## src/rtl/conv_pkg.sv

```systemverilog
// Shared constants and helpers for the convolution PE output path.
package conv_pkg;

    localparam int P_WIDTH = 48;

    function automatic int clog2(input int value);
        int result;
        int v;
        result = 0;
        v = value - 1;
        while (v > 0) begin
            result = result + 1;
            v = v >>> 1;
        end
        return result;
    endfunction

    // Largest value representable in a signed field of the given width.
    function automatic logic signed [P_WIDTH-1:0] sat_max(input int width);
        logic signed [P_WIDTH-1:0] one;
        one = P_WIDTH'(1);
        return (one <<< (width - 1)) - one;
    endfunction

    function automatic logic signed [P_WIDTH-1:0] sat_min(input int width);
        return ~sat_max(width);
    endfunction

endpackage

```

## src/rtl/sync_fifo.sv

```systemverilog
// Single-clock FIFO with extra-wrap-bit pointers and a synchronous flush.
module sync_fifo
    import conv_pkg::*;
#(
    parameter int WIDTH = 17,
    parameter int DEPTH = 8
) (
    input  logic             clk,
    input  logic             rst_n,
    input  logic             clear,
    input  logic             push,
    input  logic             pop,
    input  logic [WIDTH-1:0] wdata,
    output logic [WIDTH-1:0] rdata,
    output logic             full,
    output logic             empty
);

    localparam int ADDR_W = clog2(DEPTH);

    logic [WIDTH-1:0]  mem [DEPTH];
    logic [ADDR_W:0]   wr_ptr;
    logic [ADDR_W:0]   rd_ptr;
    logic              do_push;
    logic              do_pop;

    assign empty   = (wr_ptr == rd_ptr);
    assign full    = (wr_ptr[ADDR_W] != rd_ptr[ADDR_W]) &&
                     (wr_ptr[ADDR_W-1:0] == rd_ptr[ADDR_W-1:0]);
    assign do_pop  = pop && !empty;
    // A pop in the same cycle frees the slot a full FIFO needs for the push.
    assign do_push = push && (!full || do_pop);

    always_ff @(posedge clk or negedge rst_n) begin
        if (!rst_n) begin
            wr_ptr <= '0;
            rd_ptr <= '0;
        end else if (clear) begin
            wr_ptr <= '0;
            rd_ptr <= '0;
        end else begin
            if (do_push) wr_ptr <= wr_ptr + 1'b1;
            if (do_pop)  rd_ptr <= rd_ptr + 1'b1;
        end
    end

    always_ff @(posedge clk) begin
        if (do_push && !clear) mem[wr_ptr[ADDR_W-1:0]] <= wdata;
    end

    assign rdata = mem[rd_ptr[ADDR_W-1:0]];

endmodule

```

## src/rtl/conv_out_collector.sv

```systemverilog
// Filters the PE cascade stream to valid window positions, requantizes the
// kept results and queues them for write-back.
module conv_out_collector
    import conv_pkg::*;
#(
    parameter int KERNEL_SIZE = 3,
    parameter int FM_SIZE     = 3,
    parameter int SHIFT       = 0,
    parameter int OUT_WIDTH   = 16,
    parameter int RELU_EN     = 1,
    parameter int FIFO_DEPTH  = 8
) (
    input  logic                        i_clk,
    input  logic                        i_rst_n,
    input  logic                        i_en,
    input  logic signed [P_WIDTH-1:0]   i_P,
    input  logic                        i_clear,
    output logic                        o_valid,
    input  logic                        i_ready,
    output logic signed [OUT_WIDTH-1:0] o_data,
    output logic                        o_last,
    output logic                        o_frame_done,
    output logic                        o_overflow
);

    localparam int CNT_W = (FM_SIZE > 1) ? clog2(FM_SIZE) : 1;
    localparam logic [CNT_W-1:0] N_LAST = CNT_W'(FM_SIZE - 1);
    localparam logic [CNT_W-1:0] K_LAST = CNT_W'(KERNEL_SIZE - 1);
    localparam logic signed [P_WIDTH-1:0] Q_MAX = sat_max(OUT_WIDTH);
    localparam logic signed [P_WIDTH-1:0] Q_MIN = sat_min(OUT_WIDTH);

    logic [CNT_W-1:0]            col;
    logic [CNT_W-1:0]            row;
    logic                        accept;
    logic                        col_wrap;
    logic                        row_wrap;
    logic                        keep;
    logic                        last_pos;
    logic                        frame_wrap;
    logic signed [P_WIDTH-1:0]   q_shift;
    logic signed [P_WIDTH-1:0]   q_relu;
    logic signed [OUT_WIDTH-1:0] q_sat;

    logic                        stage_keep;
    logic signed [OUT_WIDTH-1:0] stage_data;
    logic                        stage_last;
    logic                        stage_done;

    logic                        fifo_push;
    logic                        fifo_pop;
    logic                        fifo_full;
    logic                        fifo_empty;
    logic [OUT_WIDTH:0]          fifo_rdata;

    // A clear cycle swallows any sample presented alongside it.
    assign accept     = i_en && !i_clear;
    assign col_wrap   = (col == N_LAST);
    assign row_wrap   = (row == N_LAST);
    assign keep       = accept && (col >= K_LAST) && (row >= K_LAST);
    assign last_pos   = col_wrap && row_wrap;
    assign frame_wrap = accept && last_pos;

    always_ff @(posedge i_clk or negedge i_rst_n) begin
        if (!i_rst_n) begin
            col <= '0;
            row <= '0;
        end else if (i_clear) begin
            col <= '0;
            row <= '0;
        end else if (i_en) begin
            if (col_wrap) begin
                col <= '0;
                row <= row_wrap ? '0 : row + 1'b1;
            end else begin
                col <= col + 1'b1;
            end
        end
    end

    always_comb begin
        q_shift = i_P >>> SHIFT;
        q_relu  = q_shift;
        if ((RELU_EN != 0) && (q_shift < 0)) q_relu = '0;
        if (q_relu > Q_MAX)      q_sat = Q_MAX[OUT_WIDTH-1:0];
        else if (q_relu < Q_MIN) q_sat = Q_MIN[OUT_WIDTH-1:0];
        else                     q_sat = q_relu[OUT_WIDTH-1:0];
    end

    always_ff @(posedge i_clk or negedge i_rst_n) begin
        if (!i_rst_n) begin
            stage_keep <= 1'b0;
            stage_data <= '0;
            stage_last <= 1'b0;
            stage_done <= 1'b0;
        end else if (i_clear) begin
            stage_keep <= 1'b0;
            stage_done <= 1'b0;
        end else begin
            stage_keep <= keep;
            stage_done <= frame_wrap;
            if (keep) begin
                stage_data <= q_sat;
                stage_last <= last_pos;
            end
        end
    end

    // Handshake: the head is offered while o_valid=1 and is consumed on any
    // cycle with o_valid && i_ready; the head never changes before that pop.
    assign fifo_pop  = o_valid && i_ready;
    assign fifo_push = stage_keep && !i_clear;

    sync_fifo #(
        .WIDTH (OUT_WIDTH + 1),
        .DEPTH (FIFO_DEPTH)
    ) u_fifo (
        .clk   (i_clk),
        .rst_n (i_rst_n),
        .clear (i_clear),
        .push  (fifo_push),
        .pop   (fifo_pop),
        .wdata ({stage_data, stage_last}),
        .rdata (fifo_rdata),
        .full  (fifo_full),
        .empty (fifo_empty)
    );

    always_ff @(posedge i_clk or negedge i_rst_n) begin
        if (!i_rst_n) begin
            o_overflow   <= 1'b0;
            o_frame_done <= 1'b0;
        end else if (i_clear) begin
            o_overflow   <= 1'b0;
            o_frame_done <= 1'b0;
        end else begin
            o_frame_done <= stage_done;
            if (stage_keep && fifo_full && !fifo_pop) o_overflow <= 1'b1;
        end
    end

    // Empty FIFO presents zeros rather than stale storage.
    assign o_valid = !fifo_empty;
    assign o_data  = fifo_empty ? '0 : fifo_rdata[OUT_WIDTH:1];
    assign o_last  = fifo_empty ? 1'b0 : fifo_rdata[0];

endmodule

```

## config.mk

```make
export PLATFORM = sky130hd
export DESIGN_NAME = conv_out_collector
export DESIGN_NICKNAME = d
export VERILOG_FILES = /design/src/rtl/conv_pkg.sv /design/src/rtl/sync_fifo.sv /design/src/rtl/conv_out_collector.sv
export SDC_FILE = /design/constraint.sdc
export NUM_CORES = 1
export LEC_CHECK = 0
export ABC_AREA = 1
export CAP_MARGIN = 25
export CORE_MARGIN = 4
export CORE_UTILIZATION = 45
export DETAILED_ROUTE_END_ITERATION = 16
export DONT_BUFFER_PORTS = 1
export SYNTH_ARGS = -nofsm -noshare
export SYNTH_HDL_FRONTEND = slang
export SYNTH_HIERARCHICAL = 1
export SYNTH_SLANG_ARGS = --single-unit
```

## constraint.sdc

```tcl
create_clock -name i_clk -period 2.3 [get_ports i_clk]
set_input_delay 0.23 -clock i_clk [delete_from_list [all_inputs] [get_ports i_clk]]
set_output_delay 0.23 -clock i_clk [all_outputs]
set_load 0.005 [all_outputs]
```

==> results.json <==
{
  "yosys_register_bits": 169,
  "place_congestion": 0.754,
  "syn_to_final_growth_pct": 17.8,
  "dp_hpwl_mm": 10.0,
  "finalCritPeriodShare_pct": 94.8,
  "synthesis.area_um2": 7320,
  "postRouteAntennaNets": 0,
  "cp_max_fo": 70,
  "crit_type": "reg -> out",
  "worst_slew_pin_slew_ps": 487,
  "arrival_ps": 1950,
  "wl_met1_mm": 7.21,
  "syn_inst": 675,
  "cts_tree": "yes",
  "grt.overflow.total": 0,
  "num_vias": 4758,
  "hold_path_class": "in -> reg",
  "clock_latency_ps": 420,
  "hold_viol": 0,
  "r2r_start": "u_fifo/wr_ptr[0]",
  "power.density_nw_per_um2": 767,
  "htreeDepth": 4,
  "setup_tns_ps": 0,
  "wl_per_cell_um": 16.2,
  "critPathSlowestCell": "dfrtp_2",
  "path_cells": "inv_6, buf_12, nor2_1, o22ai_1, nand2_1, nand2_1, inv_1, nor2_1",
  "clk_pin_slew_worst_paths_ps": 60,
  "synth_fp_nets": 730,
  "synth_cell_type_count": 34,
  "path_buf_inv": 3,
  "start_kind": "flip-flop",
  "root_buffer": "clkbuf_16",
  "grtUsageTotal_pct": 17.1,
  "die_x_um": 136,
  "rsz0062_at_grt": "false",
  "drv_slew": 0,
  "wl_met3_um": 792,
  "rows": 46,
  "grt_max_degree": 71,
  "preCtsSetupSlack_ps": 93.2,
  "cts_made_buffers": 17,
  "pin_count": 73,
  "clock.fmax_mhz": 459,
  "die_h_um": 136,
  "stdcell_area_um2": 8620,
  "grt_pass1_vias": 4510,
  "yosysWarnings": 6,
  "cpLargestDelayFamily": "flip-flops",
  "drive_gt1_share_pct": 13.7,
  "drc_errors": 0,
  "layout.nets": 758,
  "finalWorstSetupSlack_ps": 119,
  "wl_mm": 15.1,
  "wl_met2_mm": 6.85,
  "skew_ps": 7.17,
  "end_kind": "primary output",
  "setup_violations": 0,
  "die_area_um2": 18400,
  "dr.first_iter.drc_count": 364,
  "port_buffers": 0,
  "layout_min_cycle_time_ps": 2180,
  "p_leak_nw": 3.37,
  "drt-vias-per-instance": 5.11,
  "crit_required_ps": 2070,
  "first_pass_iters": 5,
  "postLayoutCoreUtil_pct": 54.2,
  "clock_path_buffers": 2,
  "worstHoldStart": "i_P[10]",
  "outcome": "finished clean",
  "seq_area_frac_synth_pct": 67.1,
  "num_antenna_cells": 0,
  "antenna_found_initial": 0,
  "critPathLaunch": "u_fifo/rd_ptr[0]",
  "nFillCells": 1380,
  "core_area_um2": 15900,
  "grt_pass1_wl_mm": 24.0,
  "top_layer": "met4",
  "cpPeakStageDelay_ps": 470,
  "ir_drop_uv": 503,
  "syn-mean-instance-area_um2": 10.8,
  "initial_utilization_pct": 46.1,
  "max-slew-margin-rel_pct": 67.5,
  "cts_sinks": 169,
  "dpl_cell_area_um2": 7740,
  "drv_cap": 0
}
==> flip-flops by register name (all words and copies together) (netlist names) <==
name and flops:
col 2, o_frame_done 1, o_overflow 1, row 2
stage_data 16, stage_done 1, stage_keep 1, stage_last 1
u_fifo/mem 136, u_fifo/rd_ptr 4, u_fifo/wr_ptr 4
==> worst register-to-register path, stage by stage (launching register included) <==
cell and delay, ps:
dfrtp_2 470, inv_4 110, nand2_4 50, nand2_4 80, nor2_8 40, nand3_4 80
inv_2 60, inv_4 50, nand2_2 50, inv_2 100, inv_2 50, nand4_4 110
nand3_4 240, nor2_4 200, buf_12 180
==> synth_stat cells <==
library cell / count / area (um^2)
nand3_4: 2 / 35.0
nand2_1: 141 / 529
inv_2: 3 / 11.3
xnor2_2: 1 / 16.3
a21oi_1: 1 / 5.00
xor2_1: 3 / 26.3
nand4_1: 6 / 37.5
nor4_1: 1 / 6.26
buf_4: 2 / 15.0
o21ai_2: 2 / 17.5
nor2_8: 2 / 40.0
o22ai_1: 34 / 213
nor3_4: 1 / 16.3
inv_6: 1 / 8.76
buf_2: 4 / 20.0
buf_6: 4 / 45.0
dfrtp_1: 33 / 826
clkbuf_8: 1 / 13.8
edfxtp_1: 136 / 4080
clkbuf_1: 21 / 78.8
nand3_1: 16 / 80.1
nor2_2: 9 / 56.3
ha_1: 2 / 25.0
inv_4: 2 / 12.5
nor2_1: 117 / 439
xnor2_1: 3 / 26.3
buf_1: 1 / 3.75
nand2_2: 1 / 6.26
o21ai_0: 45 / 225
nand4_4: 1 / 21.3
o21ai_1: 26 / 130
a31oi_1: 1 / 6.26
inv_1: 46 / 173
nand2_4: 6 / 67.6
==> cells in the final DEF, fill, tap and decap left out, types with 2 or more instances in the layout <==
cell type / instances
nand2_1: 137
edfxtp_1: 136
nor2_1: 117
o21ai_0: 45
inv_1: 42
o22ai_1: 34
dfrtp_1: 31
o21ai_1: 26
clkbuf_16: 21
dlygate4sd3_1: 18
nand3_1: 16
buf_4: 12
buf_12: 10
nor2_4: 8
inv_6: 7
nand2_4: 7
nand4_1: 6
nand2_2: 4
inv_2: 4
inv_4: 3
xor2_1: 3
nor2_8: 2
clkinv_4: 2
clkbuf_8: 2
inv_8: 2
xnor2_2: 2
nand3_4: 2
xnor2_1: 2
o21ai_2: 2
ha_1: 2
buf_6: 2
dfrtp_2: 2
==> per-layer routing <==
metal,track usage (%),vias to the layer above
li1,-,2344
met1,25.4,2253
met2,25.6,142
met3,2.90,19
met4,5.99,0
met5,0,-
==> timing repair <==
action,4_1_cts,5_1_grt
pin swaps,0,2
endpoints found under the hold margin,56,0
buffers inserted,0,1
hold buffers,19,0
setup endpoints to repair,17,141
gates resized for setup,2,6
==> worst paths after layout <==
kind                                    end  slack, ps  cells past startpoint
min in group asynchronous  u_fifo/rd_ptr[1]        270                      2
hold / removal               stage_data[10]         20                      4
setup reg to reg           u_fifo/mem[2][3]        140                     14
hold reg to reg                o_frame_done        470                      2
max in group asynchronous  u_fifo/rd_ptr[0]       1840                      2
setup / recovery                  o_data[3]        120                      8
==> power breakdown <==
group          internal (W)  leakage [nW]  switching (W)
clock network       0.00174         0.316        0.00119
logic             0.0000570          1.36      0.0000693
registers           0.00343          1.69       0.000131
total               0.00522          3.37        0.00139
==> through the flow <==
step / hold WS, ps / std cells / power (W)
floorplan: -65.6 / 675 / 0.00363
global placement: -64.6 / 880 / 0.00370
detailed placement: -64.5 / 880 / 0.00371
CTS: 5.32 / 931 / 0.00667
global route: 36.5 / 932 / 0.00685
finish: 24.3 / 932 / 0.00661
==> logic make-up (layout without fill, tap and decap cells) <==
family                   count (synthesis)  count (layout)  share of synthesized area (%)
AND/OR/NAND/NOR                        303             303                           18.2
adder cells (fa/ha/maj)                  2               2                          0.342
buffers and inverters                   85             126                           5.22
flip-flops                             169             169                           67.1
AO/OA/AOI/OAI                          109             109                           8.16
XOR/XNOR                                 7               7                          0.941
==> final cells by class <==
class	instances	area (um^2)	share of cell area [%]
flip-flops and latches	169	4910	57.0
multi-input cells	421	2090	24.2
clock buffers	23	553	6.42
repair buffers	42	493	5.72
well taps	216	270	3.14
inverters	52	216	2.51
clock inverters	9	83.8	0.973
(Power assumes the default switching activity.)
